--- src/rtl/mem_pkg.sv ---
// Shared load/store opcodes, register indices and sequencer types for the
// multi-word transfer path and the data memory.
package mem_pkg;

    localparam int unsigned DATA_W = 32;
    localparam int unsigned LIST_W = 9;
    localparam int unsigned IDX_W  = 4;
    localparam int unsigned OP_W   = 7;

    localparam logic [OP_W-1:0] STORE_WORD     = 7'b0101000;
    localparam logic [OP_W-1:0] LOAD_WORD      = 7'b0101100;
    localparam logic [OP_W-1:0] PUSH           = 7'b1011010;
    localparam logic [OP_W-1:0] POP            = 7'b1011110;
    // Low two bits of the multiple-transfer encodings carry Rn and are ignored
    localparam logic [OP_W-1:0] STORE_MULTIPLE = 7'b1100000;
    localparam logic [OP_W-1:0] LOAD_MULTIPLE  = 7'b1100100;

    localparam logic [IDX_W-1:0] SP = 4'd13;
    localparam logic [IDX_W-1:0] LR = 4'd14;
    localparam logic [IDX_W-1:0] PC = 4'd15;

    typedef enum logic [1:0] {
        S_IDLE,
        S_ACCESS,
        S_DRAIN,
        S_WB
    } seq_state_e;

    typedef enum logic [2:0] {
        MOP_NONE,
        MOP_PUSH,
        MOP_POP,
        MOP_STM,
        MOP_LDM
    } mop_e;

    function automatic mop_e decode_op(input logic [OP_W-1:0] op);
        mop_e m;
        m = MOP_NONE;
        casez (op)
            PUSH: m = MOP_PUSH;
            POP:  m = MOP_POP;
            default: begin
                if (op[6:2] == STORE_MULTIPLE[6:2]) begin
                    m = MOP_STM;
                end else if (op[6:2] == LOAD_MULTIPLE[6:2]) begin
                    m = MOP_LDM;
                end
            end
        endcase
        return m;
    endfunction

endpackage

--- src/rtl/ldm_stm_sequencer_if.sv ---
// Single-word data memory port driven by the multi-word transfer sequencer.
interface ldm_stm_sequencer_if
    import mem_pkg::*;
();
    logic [DATA_W-1:0] mem_addr;
    logic              mem_write_en;
    logic [OP_W-1:0]   mem_op_code;
    logic [DATA_W-1:0] mem_data_in;
    logic [DATA_W-1:0] mem_data_out;

    modport master (
        output mem_addr,
        output mem_write_en,
        output mem_op_code,
        output mem_data_in,
        input  mem_data_out
    );

    modport slave (
        input  mem_addr,
        input  mem_write_en,
        input  mem_op_code,
        input  mem_data_in,
        output mem_data_out
    );
endinterface

--- src/rtl/reg_list_encoder.sv ---
// Combinational register-list helpers: lowest set bit, its one-hot mask and popcount.
module reg_list_encoder
    import mem_pkg::*;
(
    input  logic [LIST_W-1:0] list,
    output logic [IDX_W-1:0]  low_idx,
    output logic [LIST_W-1:0] clear_mask,
    output logic [IDX_W-1:0]  count
);

    // Scan downward so the last hit is the lowest set bit
    always_comb begin
        low_idx    = '0;
        clear_mask = '0;
        for (int i = int'(LIST_W) - 1; i >= 0; i--) begin
            if (list[i]) begin
                low_idx    = IDX_W'(i);
                clear_mask = LIST_W'(1) << i;
            end
        end
    end

    always_comb begin
        count = '0;
        for (int i = 0; i < int'(LIST_W); i++) begin
            count = count + IDX_W'(list[i]);
        end
    end

endmodule

--- src/rtl/ldm_stm_sequencer.sv ---
// MEM-stage sequencer expanding PUSH/POP/STM/LDM into single-word accesses,
// register-file load writes and a final base-register writeback.
module ldm_stm_sequencer
    import mem_pkg::*;
#(
    parameter int unsigned ADDR_STEP = 4
) (
    input  logic               clk,
    input  logic               rst,
    input  logic               start,
    input  logic [OP_W-1:0]    op_code,
    input  logic [LIST_W-1:0]  reg_list,
    input  logic [2:0]         rn_idx,
    input  logic [DATA_W-1:0]  base_val,
    output logic               busy,
    output logic               done,
    output logic [IDX_W-1:0]   reg_rd_idx,
    input  logic [DATA_W-1:0]  reg_rd_data,
    output logic               rf_we,
    output logic [IDX_W-1:0]   rf_wr_idx,
    output logic [DATA_W-1:0]  rf_wr_data,
    output logic               pc_load,
    ldm_stm_sequencer_if.master mem
);

    seq_state_e        state_q, state_d;
    mop_e              op_dec, kind_q;
    logic              start_ok, is_load, last_word;
    logic              pend_valid_q, skip_wb_q;
    logic [LIST_W-1:0] list_in, list_q, enc_list, enc_clear;
    logic [IDX_W-1:0]  enc_idx, enc_count, count_q, cur_reg, pend_idx_q, base_idx;
    logic [2:0]        rn_q;
    logic [DATA_W-1:0] base_q, addr_q, start_addr, span_in, span_q, wb_val;

    assign op_dec   = decode_op(op_code);
    assign start_ok = start && (state_q == S_IDLE) && (op_dec != MOP_NONE);

    // Bit 8 only has meaning for PUSH (LR) and POP (PC)
    assign list_in  = (op_dec == MOP_PUSH || op_dec == MOP_POP) ? reg_list
                                                                : {1'b0, reg_list[7:0]};
    // One encoder: popcount of the incoming list in IDLE, working list otherwise
    assign enc_list = (state_q == S_IDLE) ? list_in : list_q;

    reg_list_encoder u_enc (
        .list       (enc_list),
        .low_idx    (enc_idx),
        .clear_mask (enc_clear),
        .count      (enc_count)
    );

    assign span_in    = DATA_W'(enc_count) << 2;
    assign start_addr = (op_dec == MOP_PUSH) ? base_val - span_in : base_val;

    assign is_load   = (kind_q == MOP_POP) || (kind_q == MOP_LDM);
    assign cur_reg   = (enc_idx == IDX_W'(8)) ? ((kind_q == MOP_POP) ? PC : LR) : enc_idx;
    assign last_word = (list_q & ~enc_clear) == '0;

    assign span_q   = DATA_W'(count_q) << 2;
    assign wb_val   = (kind_q == MOP_PUSH) ? base_q - span_q : base_q + span_q;
    assign base_idx = (kind_q == MOP_PUSH || kind_q == MOP_POP) ? SP : {1'b0, rn_q};

    always_ff @(posedge clk) begin
        if (rst) begin
            state_q <= S_IDLE;
        end else begin
            state_q <= state_d;
        end
    end

    // Working list, address and pending load-write tracking
    always_ff @(posedge clk) begin
        if (rst) begin
            kind_q       <= MOP_NONE;
            list_q       <= '0;
            base_q       <= '0;
            addr_q       <= '0;
            count_q      <= '0;
            rn_q         <= '0;
            skip_wb_q    <= 1'b0;
            pend_valid_q <= 1'b0;
            pend_idx_q   <= '0;
        end else begin
            pend_valid_q <= (state_q == S_ACCESS) && is_load;
            pend_idx_q   <= cur_reg;
            if (start_ok) begin
                kind_q    <= op_dec;
                list_q    <= list_in;
                base_q    <= base_val;
                addr_q    <= start_addr;
                count_q   <= enc_count;
                rn_q      <= rn_idx;
                // Empty list, or LDM that loads its own base: the base is left alone
                skip_wb_q <= (enc_count == '0) || (op_dec == MOP_LDM && reg_list[rn_idx]);
            end else if (state_q == S_ACCESS) begin
                list_q <= list_q & ~enc_clear;
                addr_q <= addr_q + DATA_W'(ADDR_STEP);
            end
        end
    end

    always_comb begin
        state_d          = state_q;
        busy             = start_ok || (state_q != S_IDLE);
        done             = 1'b0;
        reg_rd_idx       = '0;
        rf_we            = 1'b0;
        rf_wr_idx        = '0;
        rf_wr_data       = '0;
        pc_load          = 1'b0;
        mem.mem_addr     = '0;
        mem.mem_write_en = 1'b0;
        mem.mem_op_code  = LOAD_WORD;
        mem.mem_data_in  = '0;

        case (state_q)
            S_IDLE: begin
                if (start_ok) begin
                    state_d = (enc_count == '0) ? S_WB : S_ACCESS;
                end
            end
            S_ACCESS: begin
                mem.mem_addr = addr_q;
                if (is_load) begin
                    // Load data lags its address by a cycle
                    if (pend_valid_q) begin
                        rf_we      = 1'b1;
                        rf_wr_idx  = pend_idx_q;
                        rf_wr_data = mem.mem_data_out;
                        pc_load    = (pend_idx_q == PC);
                    end
                end else begin
                    mem.mem_op_code  = STORE_WORD;
                    mem.mem_write_en = 1'b1;
                    reg_rd_idx       = cur_reg;
                    mem.mem_data_in  = reg_rd_data;
                end
                if (last_word) begin
                    state_d = is_load ? S_DRAIN : S_WB;
                end
            end
            S_DRAIN: begin
                if (pend_valid_q) begin
                    rf_we      = 1'b1;
                    rf_wr_idx  = pend_idx_q;
                    rf_wr_data = mem.mem_data_out;
                    pc_load    = (pend_idx_q == PC);
                end
                state_d = S_WB;
            end
            S_WB: begin
                done = 1'b1;
                if (!skip_wb_q) begin
                    rf_we      = 1'b1;
                    rf_wr_idx  = base_idx;
                    rf_wr_data = wb_val;
                end
                state_d = S_IDLE;
            end
            default: state_d = S_IDLE;
        endcase
    end

endmodule

--- src/flat_wrapper.sv ---
// flat-port wrapper written by rule: the top's interface ports become plain ports
module ldm_stm_sequencer_flat import mem_pkg::*;
#(
    parameter int unsigned ADDR_STEP = 4
)
  (clk, rst, start, op_code, reg_list, rn_idx, base_val, busy, done, reg_rd_idx, reg_rd_data, rf_we, rf_wr_idx, rf_wr_data, pc_load, mem_mem_addr, mem_mem_write_en, mem_mem_op_code, mem_mem_data_in, mem_mem_data_out);
  ldm_stm_sequencer_if mem_i ();
  input  logic clk;
  input  logic rst;
  input  logic start;
  input  logic [OP_W-1:0] op_code;
  input  logic [LIST_W-1:0] reg_list;
  input  logic [2:0] rn_idx;
  input  logic [DATA_W-1:0] base_val;
  output logic busy;
  output logic done;
  output logic [IDX_W-1:0] reg_rd_idx;
  input  logic [DATA_W-1:0] reg_rd_data;
  output logic rf_we;
  output logic [IDX_W-1:0] rf_wr_idx;
  output logic [DATA_W-1:0] rf_wr_data;
  output logic pc_load;
  output wire logic [$bits(mem_i.mem_addr)-1:0] mem_mem_addr;
  output wire logic [$bits(mem_i.mem_write_en)-1:0] mem_mem_write_en;
  output wire logic [$bits(mem_i.mem_op_code)-1:0] mem_mem_op_code;
  output wire logic [$bits(mem_i.mem_data_in)-1:0] mem_mem_data_in;
  input wire logic [$bits(mem_i.mem_data_out)-1:0] mem_mem_data_out;
  assign mem_mem_addr = mem_i.mem_addr;
  assign mem_mem_write_en = mem_i.mem_write_en;
  assign mem_mem_op_code = mem_i.mem_op_code;
  assign mem_mem_data_in = mem_i.mem_data_in;
  assign mem_i.mem_data_out = mem_mem_data_out;
  ldm_stm_sequencer #(.ADDR_STEP(ADDR_STEP)) u_core (.clk(clk), .rst(rst), .start(start), .op_code(op_code), .reg_list(reg_list), .rn_idx(rn_idx), .base_val(base_val), .busy(busy), .done(done), .reg_rd_idx(reg_rd_idx), .reg_rd_data(reg_rd_data), .rf_we(rf_we), .rf_wr_idx(rf_wr_idx), .rf_wr_data(rf_wr_data), .pc_load(pc_load), .mem(mem_i));
endmodule
--- config.mk ---
export PLATFORM = sky130hd
export DESIGN_NAME = ldm_stm_sequencer_flat
export DESIGN_NICKNAME = d
export VERILOG_FILES = /design/src/rtl/mem_pkg.sv /design/src/rtl/ldm_stm_sequencer_if.sv /design/src/rtl/reg_list_encoder.sv /design/src/rtl/ldm_stm_sequencer.sv /design/src/flat_wrapper.sv
export SDC_FILE = /design/constraint.sdc
export NUM_CORES = 1
export LEC_CHECK = 0
export BUFFER_PORTS_ARGS = -buffer_cell sky130_fd_sc_hd__buf_2
export CAP_MARGIN = 15
export CORE_ASPECT_RATIO = 1.2
export CORE_UTILIZATION = 49
export CTS_CLUSTER_DIAMETER = 40
export DETAILED_ROUTE_END_ITERATION = 6
export MAX_ROUTING_LAYER = met4
export PLACE_DENSITY_LB_ADDON = 0.05
export RECOVER_POWER = 50
export SYNTH_ARGS = -nofsm -noshare
export SYNTH_HDL_FRONTEND = slang
export SYNTH_SLANG_ARGS = --single-unit
--- constraint.sdc ---
create_clock -name clk -period 8.45 [get_ports clk]
set_input_delay 0.845 -clock clk [delete_from_list [all_inputs] [get_ports clk]]
set_output_delay 0.845 -clock clk [all_outputs]
set_load 0.005 [all_outputs]
[Word-level counts from Yosys, hierarchy flattened]
Index checks and enable logic that the tools add are counted.
Word-level totals
  register bits: 91
  input port bits: 118
  output and inout bits: 116
  logic and storage cells: 122
Operators by class
  add/subtract/negate cells: 12
  magnitude comparators: 1
  equality and inequality tests: 17
  muxes and demuxes: 64
  bitwise gates (word level): 2
  reduce and logical (&&, ||, !) cells: 16
Operators by type and width (number)
  $mux W32: 10
  $mux W9: 13
  $pmux W32 S3: 1
  $mux W4: 16
  $sub A32 B6 Y32: 2
  $add A32 B3 Y32 const B: 1
  $add A32 B6 Y32: 1
  $add A4 B1 Y4: 5
  $eq A7 B7 Y1 const B: 2
  $pmux W4 S3: 1
  $mux W1: 11
  $eq A5 B5 Y1 const B: 2
  $and A9 B9 Y9: 1
  $logic_not A9 Y1: 1
  $mux W3: 3
  $not A9 Y9: 1
  $eq A4 B4 Y1 const B: 2
  $pmux W2 S4: 1
  $mux W7: 1
  $eq A3 B1 Y1 const B: 2
  $eq A3 B2 Y1 const B: 2
  $eq A3 B3 Y1 const B: 2
  $mux W2: 3
  $pmux W3 S2: 1
  other kinds (17): 27

[Depth between registers and ports, before layout]
Gate-level depths: netlist of run 1.
  depth in word-level cells: 22
  depth in mapped cells: 24
  gate-level depth less buffers: 20

[By module]
A second synthesis of run 1 with hierarchy kept.
Second synthesis, totals
  cells, all modules: 1115
  area, all modules: 7871.3 um^2
Modules (own cells, without submodules)
  ldm_stm_sequencer: instances 1, cells an instance 1069, area an instance 7524.7 um^2, seq. area each 1821.7 um^2
  reg_list_encoder: instances 1, cells an instance 46, area an instance 346.6 um^2, seq. area each 0.0 um^2

[Worst setup path before layout of run 1]
No wires, ideal clock.
  path kind: reg2reg
  start: register u_core.state_q[0]
  end: register u_core.addr_q[27]
  library setup time: 103 ps
  arrival time: 6375 ps
  data required time: 8347 ps
  slack: 1972 ps
  stages on the path, launching flop included: 23
  cell sequence: dfxtp_1 > inv_1 > ha_1 > buf_2 > buf_1 > clkbuf_1 > clkbuf_1 > mux2i_1 > fa_1 > inv_1 > fa_1 > fa_1 > fa_1 > inv_1 > fa_1 > ha_1 > nor2b_1 > o21a_1 > o21ai_0 > o21ai_0 > or4_4 > xor2_1 > a2111oi_2
On the way
  cells in the longest elaborated chain, start to end: 13
  elaborated cells between the ends (all ways): 17
  classes of those cells: 9 x add/sub; 1 x eq/ne; 3 x mux; 4 x reduce/logical
RTL lines
  from (decl): RTL line ldm_stm_sequencer.sv:26  | seq_state_e state_q, state_d;
  from (signal assigned): RTL line ldm_stm_sequencer.sv:66  | state_q <= state_d;
  $logic_not A2 Y1: RTL line ldm_stm_sequencer.sv:36, ldm_stm_sequencer.sv:42
  $mux W9: RTL line ldm_stm_sequencer.sv:42  | assign enc_list = (state_q == S_IDLE) ? list_in : list_q;
  $add A1 B1 Y2: RTL line reg_list_encoder.sv:26  | count = count + IDX_W'(list[i]);
  $add A2 B1 Y3: RTL line reg_list_encoder.sv:26
  $add A3 B1 Y4: RTL line reg_list_encoder.sv:26
  $add A4 B1 Y4 (5 in series): RTL line reg_list_encoder.sv:26
  $sub A32 B6 Y32: RTL line ldm_stm_sequencer.sv:52  | assign start_addr = (op_dec == MOP_PUSH) ? base_val - span_in : base_val;
  $mux W32: RTL line ldm_stm_sequencer.sv:52
  $mux W32: RTL line ldm_stm_sequencer.sv:85  | if (start_ok) begin
  to (signal assigned): RTL line ldm_stm_sequencer.sv:89  | addr_q <= start_addr;
  to (signal assigned): RTL line ldm_stm_sequencer.sv:96  | addr_q <= addr_q + DATA_W'(ADDR_STEP);
  to (decl): RTL line ldm_stm_sequencer.sv:33  | logic [DATA_W-1:0] base_q, addr_q, start_addr, span_in, span_q, wb_val;
Several ways; a longest one is shown, not always the timed one.
A chain may end at the register's enable or synchronous reset.

[Worst setup path after layout of run 1]
Ends and elaborated chain as after synthesis.

==> impl_summary.log, run 1 <==
INFO  metric synth_sequential_area_ratio = between 20% and 30%
INFO  metric final_design_area_no_fill = approximately 9000 um^2
INFO  metric power.static_leakage = about 4.0 nW
INFO  metric insertion_delay = around 350 ps
INFO  metric worstHoldPathType = reg2reg
INFO  metric worst_ep_required_time = around 8700 ps
INFO  metric ctsLongestPathBuffers = 2
INFO  metric tritoncts_num_sinks = between 90 and 100
INFO  metric worst_slew_pin_slew = just under 3000 ps
INFO  metric drt.antenna.violating_nets = 0
INFO  metric pwr_density_cell = 229 nW/um^2
INFO  metric floorplan.initialDensity = a little over 50%
INFO  metric grt_pass1_vias = around 6.9k
INFO  metric grt_start_max_net_pins = between 90 and 100
INFO  metric viasPerCell = roughly 5.5
INFO  metric run_status = complete, but fails checks
INFO  metric synth_largest_type_area_fraction = between 20% and 30%
INFO  metric final_min_period_over_clock_period = between 70% and 80%
INFO  metric postSynthCellCount = slightly above 1k
INFO  metric chipWidth = ~120 um
INFO  metric syn-mean-instance-area = between 7 and 8 um^2
INFO  metric min_path_cells = 2
INFO  metric postCtsHoldBufs = 0
INFO  metric core-area = ~15000 um^2
INFO  metric post_route_cells_drive_above_1_share = 20.4%
INFO  metric library_cell_with_the_largest_summed_area_after_synthesis = sky130_fd_sc_hd__dfxtp_1
INFO  metric first_pass_grt_wire_length = about 36 mm
INFO  metric rsz_0062_raised_after_global_routing = no
INFO  metric routed_wl = between 20 and 25 mm
INFO  metric post_cts.repair.setup_buffers = 0
INFO  metric post-route-min-period = 6390 ps
INFO  metric final.fill_count = 1519
INFO  metric clockRootBuffer = sky130_fd_sc_hd__clkbuf_16
INFO  metric r2r-start = u_core.state_q[0]
INFO  metric routedWlPerCell = approximately 16 um
INFO  metric reg2reg_slack = approximately 2100 ps
INFO  metric finalPower = 2.09 mW
INFO  metric critPathLaunchType = flop
INFO  metric slew_viol_final = roughly 180
INFO  metric critical_path.max_fanout = between 40 and 50
INFO  metric timing.critical_path.arrival = 6630 ps
INFO  metric finalNetCount = roughly 1.4k
INFO  metric max-slew-margin-rel = -98.0%
INFO  metric final_count_of_negative_setup_slack_endpoints = 0
INFO  metric failing_checks = capacitance limit, slew limit
INFO  metric drt_iter0_markers = around 490
INFO  metric numCtsBuffers = 9
INFO  metric dr.pass1.iters = 7
INFO  metric async_reset_ff_share = 0%
INFO  metric final-hold-violation-count = 0
INFO  metric max-cap-violations = 3
INFO  metric area.growth.synth_to_final = 19.7%
INFO  metric crit-reg2reg-capture = u_core.addr_q[27]
INFO  metric ys_top_cells_by_area = sky130_fd_sc_hd__dfxtp_1, sky130_fd_sc_hd__ha_1, sky130_fd_sc_hd__nand2_1, sky130_fd_sc_hd__a21oi_1, sky130_fd_sc_hd__xnor2_1
INFO  metric gp_routability_congestion = a little over 0.9
INFO  metric drc = 0
INFO  metric yosys_warnings = 0
INFO  metric cts-htree-levels = 3
INFO  metric max_clock_freq = around 160 MHz
INFO  metric place.detailed.hpwl = about 17 mm
INFO  metric rows = between 40 and 50
INFO  metric clk_transition_reported_paths = roughly 70 ps
INFO  metric synth_seq_cells = 91
INFO  metric buffer_ports.inserted = around 230
INFO  metric final.setup_skew = 7.91 ps
INFO  metric reg2regPathDepth = 19
INFO  metric tritoncts = done
INFO  metric globalRoute.totalOverflow = 0
INFO  metric initial_antenna_violation_count = 0
INFO  metric maximum_resistive_drop_on_vdd = between 0.0001 and 0.00015 V
INFO  metric die-area = around 16000 um^2
INFO  metric cp-end-kind = flop
INFO  metric routed-via-count = roughly 8k
INFO  metric holdCritStartpoint = u_core.addr_q[0]
INFO  metric synth.cell_area = roughly 7600 um^2
INFO  metric synth_enable_flop_cells = 0
INFO  metric synth_ff_type = sky130_fd_sc_hd__dfxtp_1
INFO  metric setup-tns-final = 0 ps
INFO  metric critPathKind = reg2reg
INFO  metric worstHoldEndpoint = u_core.addr_q[0]
INFO  metric number_of_library_cell_types_mapped_by_synthesis = 72
INFO  metric io_pins = between 200 and 250
INFO  metric floorplan.die.height = 139 um
INFO  metric antenna_fix_cells = 0
INFO  metric placedInstanceArea = roughly 8900 um^2
INFO  metric global_route.usage.total = between 20 and 30%
INFO  metric cts_repair_resize_count = 0
-- worst max path at each step --
stage                                 start           endpoint  slack [ps]  depth (start not counted)
after floorplan           u_core.state_q[0]  u_core.addr_q[27]        1970                         22
after global placement          reg_list[0]  u_core.addr_q[27]        2370                         17
after detailed placement        reg_list[0]  u_core.addr_q[27]        2220                         17
after CTS                 u_core.state_q[0]  u_core.addr_q[27]        2230                         19
after global routing      u_core.state_q[0]  u_core.addr_q[27]        1630                         19
final                     u_core.state_q[0]  u_core.addr_q[27]        2060                         19
-- cells in the final DEF, fill, tap and decap left out, types with 12 or more instances in the layout --
cell type	instances
sky130_fd_sc_hd__buf_2	213
sky130_fd_sc_hd__nand2_1	138
sky130_fd_sc_hd__nor2_1	102
sky130_fd_sc_hd__a21oi_1	93
sky130_fd_sc_hd__dfxtp_1	91
sky130_fd_sc_hd__and2_1	54
sky130_fd_sc_hd__xnor2_1	48
sky130_fd_sc_hd__ha_1	43
sky130_fd_sc_hd__a211oi_1	36
sky130_fd_sc_hd__inv_1	35
sky130_fd_sc_hd__xor2_1	32
sky130_fd_sc_hd__o21ai_0	30
sky130_fd_sc_hd__nor3_1	24
sky130_fd_sc_hd__nand3_1	21
sky130_fd_sc_hd__a21o_1	19
sky130_fd_sc_hd__clkbuf_1	16
sky130_fd_sc_hd__nand4_1	15
sky130_fd_sc_hd__nor2b_1	13
sky130_fd_sc_hd__and2_0	13
sky130_fd_sc_hd__o211ai_1	12
sky130_fd_sc_hd__or3_1	12
-- sequential cells by signal, summed over array words and instances, names as in the netlist, 2 cells and up --
| register | cells |
|---|---|
| u_core.state_q | 2 |
| u_core.count_q | 4 |
| u_core.base_q | 32 |
| u_core.pend_idx_q | 4 |
| u_core.kind_q | 3 |
| u_core.rn_q | 3 |
| u_core.addr_q | 32 |
| u_core.list_q | 9 |
-- cells in the mapped netlist (6+ instances only) --
master,instances
sky130_fd_sc_hd__ha_1,43
sky130_fd_sc_hd__a22o_1,11
sky130_fd_sc_hd__nor2_1,102
sky130_fd_sc_hd__and2_1,67
sky130_fd_sc_hd__nor4_1,8
sky130_fd_sc_hd__nand2b_1,10
sky130_fd_sc_hd__or3_1,12
sky130_fd_sc_hd__buf_4,6
sky130_fd_sc_hd__o21ai_0,29
sky130_fd_sc_hd__dfxtp_1,91
sky130_fd_sc_hd__xnor2_1,48
sky130_fd_sc_hd__a21oi_1,93
sky130_fd_sc_hd__mux2i_1,6
sky130_fd_sc_hd__nand2_1,138
sky130_fd_sc_hd__o211ai_1,12
sky130_fd_sc_hd__a21o_1,19
sky130_fd_sc_hd__buf_1,7
sky130_fd_sc_hd__clkbuf_1,42
sky130_fd_sc_hd__nor3_1,24
sky130_fd_sc_hd__and3_1,8
sky130_fd_sc_hd__inv_1,35
sky130_fd_sc_hd__a22oi_1,11
sky130_fd_sc_hd__a211oi_1,36
sky130_fd_sc_hd__nand4_1,15
sky130_fd_sc_hd__nand3_1,21
sky130_fd_sc_hd__fa_1,7
sky130_fd_sc_hd__xor2_1,32
sky130_fd_sc_hd__nor2b_1,13
-- stage by stage --
step | setup slack [ps] | hold slack, ps | util (%) | instances
3_3_place_gp | 2370 | 440 | 58.7 | 1417
3_5_place_dp | 2220 | 445 | 58.7 | 1417
6_report | 2060 | 453 | 60.5 | 1433
2_1_floorplan | 1970 | 432 | - | 1035
5_1_grt | 1630 | 479 | 60.5 | 1433
4_1_cts | 2230 | 454 | 60.8 | 1433
-- cell families (layout without fill, tap and decap cells) --
family	Yosys count	in the layout	share of synthesized area [%]
multiplexers	12	12	1.97
adder cells (fa/ha/maj)	50	50	8.89
buffers and inverters	93	287	4.89
XOR/XNOR	80	80	9.19
flip-flops	91	91	23.9
AND/OR/NAND/NOR	442	442	28.4
AO/OA/AOI/OAI	261	261	22.6
other	2	6	0.0985
-- layout make-up --
type	count	area [um^2]	area share [%]
multi-input cells	851	5450	59.7
flip-flops and latches	91	1820	20.0
repair buffers	234	1160	12.7
well taps	204	255	2.80
clock buffers	9	225	2.47
inverters	37	139	1.52
clock inverters	7	81.3	0.891
-- worst max-delay path, stage by stage (launching register included) --
cell	delay, ps
sky130_fd_sc_hd__dfxtp_1	350
sky130_fd_sc_hd__inv_1	110
sky130_fd_sc_hd__ha_1	480
sky130_fd_sc_hd__buf_4	490
sky130_fd_sc_hd__nor2b_1	100
sky130_fd_sc_hd__a41oi_1	290
sky130_fd_sc_hd__inv_1	100
sky130_fd_sc_hd__fa_1	490
sky130_fd_sc_hd__fa_1	510
sky130_fd_sc_hd__fa_1	450
sky130_fd_sc_hd__inv_1	80
sky130_fd_sc_hd__fa_1	480
sky130_fd_sc_hd__ha_1	300
sky130_fd_sc_hd__nor2b_1	130
sky130_fd_sc_hd__o21a_1	170
sky130_fd_sc_hd__o21ai_0	510
sky130_fd_sc_hd__o21ai_0	210
sky130_fd_sc_hd__or4_4	480
sky130_fd_sc_hd__xor2_1	170
sky130_fd_sc_hd__a2111oi_2	350
-- layer usage --
metal	GRT usage [%]	wire length [um]	up-vias
met2	45.6	10800	209
met5	-	0	-
met3	2.93	920	19
met4	6.41	239	0
met1	39.0	10700	3588
li1	-	-	4015
-- power breakdown --
group / switching [mW] / total [mW] / internal, mW
registers: 0.0229 / 0.476 / 0.453
logic: 0.680 / 1.19 / 0.514
clock network: 0.184 / 0.419 / 0.235
total: 0.888 / 2.09 / 1.20
(Power assumes the default switching activity.)
==> run 2, diff against run 1 <==
--- a/config.mk
+++ b/config.mk
@@ -5,6 +5,7 @@
 export SDC_FILE = /design/constraint.sdc
 export NUM_CORES = 1
 export LEC_CHECK = 0
+export ABC_AREA = 1
 export BUFFER_PORTS_ARGS = -buffer_cell sky130_fd_sc_hd__buf_2
 export CAP_MARGIN = 15
 export CORE_ASPECT_RATIO = 1.2
==> constraint.sdc (replaced) <==
create_clock -name clk -period 5.66 [get_ports clk]
set_input_delay 0.566 -clock clk [delete_from_list [all_inputs] [get_ports clk]]
set_output_delay 0.566 -clock clk [all_outputs]
set_load 0.005 [all_outputs]
==> run 2 against run 1 <==
Effect of this change: the run still ends with capacitance limit, slew limit left; setup slack got worse by 1700 ps; clock power rose by 45%; combinational power rose by 120%; maximum frequency rose by 20%; largest cell class unchanged; largest power group unchanged.
==> impl_summary.log, run 2 <==
INFO  metric route.met2.wl = between 10 and 15 mm
INFO  metric top_layer_used = met4
INFO  metric core-area = approximately 18000 um^2
INFO  metric fin_worst_hold_slack = approximately 470 ps
INFO  metric library_cell_with_the_largest_summed_area_after_synthesis = sky130_fd_sc_hd__dfxtp_1
INFO  metric worst_slew_pin_slew = ~2000 ps
INFO  metric drc = 0
INFO  metric place.detailed.hpwl = 23.8 mm
INFO  metric post_route_cells_drive_above_1_share = 16.4%
INFO  metric buffer_ports.inserted = about 230
INFO  metric max-slew-margin-rel = -31.4%
INFO  metric initial_antenna_violation_count = 0
INFO  metric wire_length_the_detailed_router_placed_on_met1 = approximately 14 mm
INFO  metric leading_post_synthesis_cells_by_instance_count = sky130_fd_sc_hd__nand2_1, sky130_fd_sc_hd__nor2_1, sky130_fd_sc_hd__inv_1, sky130_fd_sc_hd__o21ai_0, sky130_fd_sc_hd__a21oi_1
INFO  metric layout.cells.most_common = sky130_fd_sc_hd__nand2_1
INFO  metric numPlacedInstances = a little over 2k
INFO  metric rsz_0062_raised_after_global_routing = no
INFO  metric ctsLongestPathBuffers = 2
INFO  metric rows = 54
INFO  metric gp_routability_congestion = ~0.99
INFO  metric run_status = complete, but fails checks
INFO  metric critical_path.max_fanout = 6
INFO  metric max-cap-violations = 2
INFO  metric r2r-start = u_core.state_q[0]
INFO  metric tritoncts = done
INFO  metric number_of_library_cell_types_mapped_by_synthesis = 48
INFO  metric worst_slack = between 300 and 400 ps
INFO  metric syn-mean-instance-area = approximately 5.7 um^2
INFO  metric placedInstanceArea = between 10000 and 15000 um^2
INFO  metric worstHoldPathType = reg2reg
INFO  metric timing.critical_path.arrival = about 5600 ps
INFO  metric global_route.usage.total = a little under a third
INFO  metric insertion_delay = approximately 360 ps
INFO  metric most-common-layout-cells = sky130_fd_sc_hd__nand2_1, sky130_fd_sc_hd__nor2_1, sky130_fd_sc_hd__buf_2
INFO  metric critPathKind = reg2reg
INFO  metric yosys_warnings = 0
INFO  metric final-hold-violation-count = 0
INFO  metric clk_transition_reported_paths = about 80 ps
INFO  metric die-area = 19500 um^2
INFO  metric slew_viol_final = just under 90
INFO  metric synth_enable_flop_cells = 0
INFO  metric setup-tns-final = 0 ps
INFO  metric synth_ff_type = sky130_fd_sc_hd__dfxtp_1
INFO  metric final_min_period_over_clock_period = between 90% and 100%
INFO  metric ys_top_cells_by_area = sky130_fd_sc_hd__dfxtp_1, sky130_fd_sc_hd__nand2_1, sky130_fd_sc_hd__nor2_1, sky130_fd_sc_hd__inv_1, sky130_fd_sc_hd__o21ai_0
INFO  metric io_pins = roughly 230
INFO  metric power.static_leakage = 5.78 nW
INFO  metric worst_setup_path_startpoint = u_core.state_q[0]
INFO  metric reg2regPathDepth = 22
INFO  metric worst_ep_required_time = roughly 6000 ps
INFO  metric synth_most_common_cell = sky130_fd_sc_hd__nand2_1
INFO  metric final.setup_skew = 18.6 ps
INFO  metric final_count_of_negative_setup_slack_endpoints = 0
INFO  metric drt.antenna.violating_nets = 0
INFO  metric floorplan.initialDensity = 50.4%
INFO  metric synth_sequential_area_ratio = roughly 20%
INFO  metric failing_checks = capacitance limit, slew limit
INFO  metric min_path_cells = 2
INFO  metric finalPower = around 4.1 mW
INFO  metric reg2reg_slack = around 350 ps
INFO  metric final_design_area_no_fill = approximately 11000 um^2
INFO  metric async_reset_ff_share = 0%
INFO  metric dpl_worst_slack = approximately 100 ps
INFO  metric cp-end-kind = flop
INFO  metric cts-htree-levels = 3
INFO  metric synth.cell_area = 9270 um^2
INFO  metric clockRootBuffer = sky130_fd_sc_hd__clkbuf_16
INFO  metric critPathLaunchType = flop
INFO  metric synth_largest_type_area_fraction = around a fifth
INFO  metric antenna_fix_cells = 0
INFO  metric synth_seq_cells = 91
INFO  metric routed_wl = around 31 mm
INFO  metric postSynthCellCount = 1635
INFO  metric area.growth.synth_to_final = 16.5%
INFO  metric post-route-min-period = 5310 ps
INFO  metric floorplan.die.height = around 150 um
INFO  metric layout_top_registers = u_core.addr_q x32, u_core.base_q x32, u_core.list_q x9
INFO  metric max_clock_freq = between 150 and 200 MHz
INFO  metric chipWidth = between 100 and 150 um
INFO  metric grt_start_max_net_pins = between 90 and 100
INFO  metric first_pass_grt_wire_length = 48.0 mm
INFO  metric pwr_density_cell = between 300 and 400 nW/um^2
INFO  metric finalNetCount = ~2.0k
INFO  metric layout.core_utilization = around three fifths
INFO  metric drt_iter0_markers = 822
INFO  metric viasPerCell = about 5.3
INFO  metric maximum_resistive_drop_on_vdd = roughly 0.00027 V
INFO  metric grt_pass1_vias = about 9.9k
INFO  metric sum_of_met3_wire_segment_lengths_after_detailed_routing = around 1.7 mm
INFO  metric finish.cell_count_without_fillers = 2082
INFO  metric numCtsBuffers = 9
INFO  metric dr.pass1.iters = 5
INFO  metric postCtsHoldBufs = 0
INFO  metric routed-via-count = around 11k
INFO  metric routedWlPerCell = around 15 um
INFO  metric holdCritStartpoint = u_core.base_q[1]
INFO  metric globalRoute.totalOverflow = 0
INFO  metric tritoncts_num_sinks = 91
==> run 2: cells by family after synthesis <==
logic type	after synthesis	synth area share, %
AO/OA/AOI/OAI	297	17.2
XOR/XNOR	23	2.17
adder cells (fa/ha/maj)	50	7.32
buffers and inverters	276	12.3
flip-flops	91	19.7
other	2	0.0810
AND/OR/NAND/NOR	896	41.3
==> run 2: critical path, cell delays in order (launching register included) <==
cell	delay [ps]
sky130_fd_sc_hd__dfxtp_1	380
sky130_fd_sc_hd__inv_2	90
sky130_fd_sc_hd__ha_4	190
sky130_fd_sc_hd__inv_2	100
sky130_fd_sc_hd__nand2_1	70
sky130_fd_sc_hd__nand2_2	100
sky130_fd_sc_hd__inv_2	80
sky130_fd_sc_hd__fa_1	540
sky130_fd_sc_hd__inv_1	60
sky130_fd_sc_hd__fa_1	550
sky130_fd_sc_hd__fa_1	440
sky130_fd_sc_hd__fa_1	440
sky130_fd_sc_hd__inv_1	80
sky130_fd_sc_hd__fa_2	480
sky130_fd_sc_hd__fa_2	410
sky130_fd_sc_hd__nand2_1	90
sky130_fd_sc_hd__nor2_1	80
sky130_fd_sc_hd__nor3_2	290
sky130_fd_sc_hd__nand4_1	200
sky130_fd_sc_hd__nor2_2	210
sky130_fd_sc_hd__o21ai_0	100
sky130_fd_sc_hd__nor2_1	160
sky130_fd_sc_hd__nor2_1	50
==> run 2: repair_timing <==
item	in CTS	in global routing
gates resized for setup	0	11
buffers inserted	0	1
setup endpoints to repair	0	10
==> run 2: worst paths after layout <==
kind,to
setup reg to reg,u_core.addr_q[22]
setup / recovery,u_core.addr_q[22]
hold / removal,u_core.base_q[1]
hold reg to reg,u_core.base_q[1]
==> run 2: power breakdown <==
part | switching, mW | internal (mW) | total, mW
sequential | 0.130 | 0.737 | 0.867
clock | 0.298 | 0.311 | 0.609
combinational | 1.71 | 0.915 | 2.63
==> run 2: cell type report <==
cell class	count	area, um^2
Clock buffer	9	225
Clock inverter	7	70.1
Fill cell	1949	7580
Inverter	212	796
Multi-Input combinational cell	1272	6350
Sequential cell	91	1820
Tap cell	252	315
Timing Repair Buffer	239	1220
==> run 2: routing by layer <==
layer,track usage (%),up-vias
met2,53.3,404
met3,3.30,48
met4,9.52,0
met1,39.5,4844
li1,-,5674
met5,-,-
==> run 3, diff against run 2 <==
--- a/config.mk
+++ b/config.mk
@@ -10,8 +10,10 @@
 export CAP_MARGIN = 15
 export CORE_ASPECT_RATIO = 1.2
 export CORE_UTILIZATION = 49
+export CTS_BUF_LIST = sky130_fd_sc_hd__clkbuf_8 sky130_fd_sc_hd__clkbuf_16
 export CTS_CLUSTER_DIAMETER = 40
 export DETAILED_ROUTE_END_ITERATION = 6
+export GPL_TIMING_DRIVEN = 0
 export MAX_ROUTING_LAYER = met4
 export PLACE_DENSITY_LB_ADDON = 0.05
 export RECOVER_POWER = 50
==> run 3 against run 2 <==
Effect of this change: the run ends with DRC left; die area is the same; via count is 5.0% higher; routed wire length up 13%; clock skew shrank 4.7 ps; highest routed layer unchanged; hold slack improved by 5.6 ps; sequential cell count did not move; sequential power about the same; clock power is 2% higher.
==> impl_summary.log, run 3 (synthesized netlist as in run 2, its figures left out) <==
INFO  metric layout_top_registers = u_core.addr_q x32, u_core.base_q x32, u_core.list_q x9
INFO  metric floorplan.initialDensity = about half
INFO  metric slew_viol_final = 0
INFO  metric worst_ep_required_time = 5970 ps
INFO  metric tritoncts = done
INFO  metric rows = between 50 and 60
INFO  metric initial_antenna_violation_count = 0
INFO  metric final_count_of_negative_setup_slack_endpoints = 0
INFO  metric tritoncts_num_sinks = 91
INFO  metric comb_power_share = 65.8%
INFO  metric cp-end-kind = flop
INFO  metric run_status = complete, but fails checks
INFO  metric max_clock_freq = around 190 MHz
INFO  metric switchingPower = approximately 2.3 mW
INFO  metric post_route_cells_drive_above_1_share = ~16%
INFO  metric power_frac_clock = between 10 and 15%
INFO  metric chipWidth = about 130 um
INFO  metric dr.pass1.iters = 7
INFO  metric drt_iter0_markers = approximately 1000
INFO  metric critical_path.max_fanout = 7
INFO  metric routed_wl = roughly 34 mm
INFO  metric gp_routability_congestion = about 1.0
INFO  metric ctsLongestPathBuffers = 2
INFO  metric ff_latch_area = 1820 um^2
INFO  metric max-slew-margin-rel = approximately half
INFO  metric final.setup_skew = 14.0 ps
INFO  metric reg2reg_slack = 270 ps
INFO  metric crit-reg2reg-capture = u_core.addr_q[25]
INFO  metric routed-via-count = approximately 12k
INFO  metric drc = 1
INFO  metric r2r-start = u_core.state_q[1]
INFO  metric worstHoldPathType = reg2reg
INFO  metric failing_checks = DRC
INFO  metric antenna_fix_cells = 0
INFO  metric final.fill_count = ~2k
INFO  metric clk_transition_reported_paths = approximately 80 ps
INFO  metric rsz_0062_raised_after_global_routing = no
INFO  metric endpoint_of_the_worst_setup_timing_path = u_core.addr_q[25]
INFO  metric io_pins = around 230
INFO  metric area.growth.synth_to_final = 19.5%
INFO  metric final-hold-violation-count = 0
INFO  metric die-area = 19500 um^2
INFO  metric place.detailed.hpwl = approximately 28 mm
INFO  metric globalRoute.totalOverflow = 0
INFO  metric critPathMaxStageDelay = 550 ps
INFO  metric power_switching_share = between 50% and 60%
INFO  metric post-route-min-period = roughly 5400 ps
INFO  metric final_min_period_over_clock_period = 95.2%
INFO  metric worst_setup_path_startpoint = u_core.state_q[1]
INFO  metric maximum_resistive_drop_on_vdd = 0.000283 V
INFO  metric finalNetCount = 2052
INFO  metric numCtsBuffers = 9
INFO  metric viasPerCell = 5.38
INFO  metric setup-tns-final = 0 ps
INFO  metric critPathKind = reg2reg
INFO  metric buffer_ports.inserted = around 230
INFO  metric critical_path.slowest_cell = sky130_fd_sc_hd__fa_1
INFO  metric critPathLaunchType = flop
INFO  metric global_route.usage.total = ~36%
INFO  metric grt_start_max_net_pins = 20
INFO  metric timing.critical_path.mode_cell = sky130_fd_sc_hd__nand2_1
INFO  metric layout.core_utilization = about three fifths
INFO  metric postCtsHoldBufs = 0
INFO  metric grt_pass1_vias = roughly 10k
INFO  metric most-common-layout-cells = sky130_fd_sc_hd__nand2_1, sky130_fd_sc_hd__nor2_1, sky130_fd_sc_hd__buf_2
INFO  metric max-cap-violations = 0
INFO  metric core-area = about 18000 um^2
INFO  metric pwr_density_cell = slightly below 400 nW/um^2
INFO  metric internal_power = around 2.1 mW
INFO  metric seq_power_share = 19.9%
INFO  metric multi_input_comb_area = 6350 um^2
INFO  metric reg2regPathDepth = 28
INFO  metric clockRootBuffer = sky130_fd_sc_hd__clkbuf_16
INFO  metric cts-htree-levels = 3
INFO  metric drt.antenna.violating_nets = 0
INFO  metric floorplan.die.height = 153 um
INFO  metric routedWlPerCell = between 15 and 20 um
INFO  metric timing.critical_path.arrival = between 5000 and 6000 ps
INFO  metric first_pass_grt_wire_length = approximately 53 mm
INFO  metric insertion_delay = 360 ps
INFO  metric power.static_leakage = between 5 and 6 nW
INFO  metric worst_slew_pin_slew = roughly 750 ps
INFO  metric layout.cells.most_common = sky130_fd_sc_hd__nand2_1
## run 3: worst min-delay path by stage
| stage | startpoint | endpoint | cells past startpoint | slack [ps] |
|---|---|---|---|---|
| after floorplan | u_core.base_q[2] | u_core.base_q[2] | 2 | 440 |
| after global placement | u_core.addr_q[0] | u_core.addr_q[0] | 2 | 450 |
| after detailed placement | u_core.base_q[2] | u_core.base_q[2] | 2 | 460 |
| after CTS | u_core.base_q[2] | u_core.base_q[2] | 2 | 470 |
| after global routing | u_core.addr_q[0] | u_core.addr_q[0] | 2 | 490 |
| final | u_core.base_q[2] | u_core.base_q[2] | 2 | 470 |
## run 3: cell type report
type	instances	share of cell area [%]
buffer	64	2.88
clock buffer	9	2.03
clock inverter	7	0.689
inverter	212	7.19
multi-input combinational	1272	57.3
sequential	91	16.5
tap	252	2.85
timing repair buffer	234	10.6
## run 3: power by group through the flow
stage	clock [mW]	combinational [mW]	sequential, mW
6_report	0.622	2.87	0.868
3_5_place_dp	0	2.67	0.875
3_3_place_gp	0	2.63	0.874
2_1_floorplan	0	1.94	0.833
5_1_grt	0.653	3.18	0.880
4_1_cts	0.623	2.71	0.862
## run 3: worst max-delay path: cells and delay by family, from the launching register on
kind | cells | cell delay [ps]
simple gates | 14 | 1410
fa+ha+maj | 7 | 2890
flops | 1 | 400
buf+inv | 7 | 630
## run 3: what timing repair did
action / CTS / global route
setup buffers: 1 / 6
resized for setup: 6 / 10
setup endpoints to repair: 10 / 19
pin swaps: 1 / 6
## run 3: routing by layer
| layer | global-route usage, % | vias to the layer above | routed length (um) |
|---|---|---|---|
| met4 | 14.4 | 0 | 1400 |
| li1 | - | 5791 | - |
| met5 | - | - | 0 |
| met3 | 4.35 | 95 | 2400 |
| met1 | 41.6 | 5095 | 14000 |
| met2 | 61.5 | 540 | 16700 |
## run 3: metrics by stage
| stage | area, um^2 | hold slack [ps] | total power [mW] | worst slack [ps] | instances |
|---|---|---|---|---|---|
| 3_5_place_dp | 10700 | 459 | 3.55 | -282 | 2118 |
| 2_1_floorplan | 9290 | 435 | 2.77 | 429 | 1639 |
| 4_1_cts | 11100 | 471 | 4.20 | 15.5 | 2135 |
| 6_report | 11100 | 472 | 4.36 | 270 | 2141 |
| 3_3_place_gp | 10700 | 453 | 3.51 | -246 | 2117 |
| 5_1_grt | 11100 | 491 | 4.71 | 16.8 | 2141 |
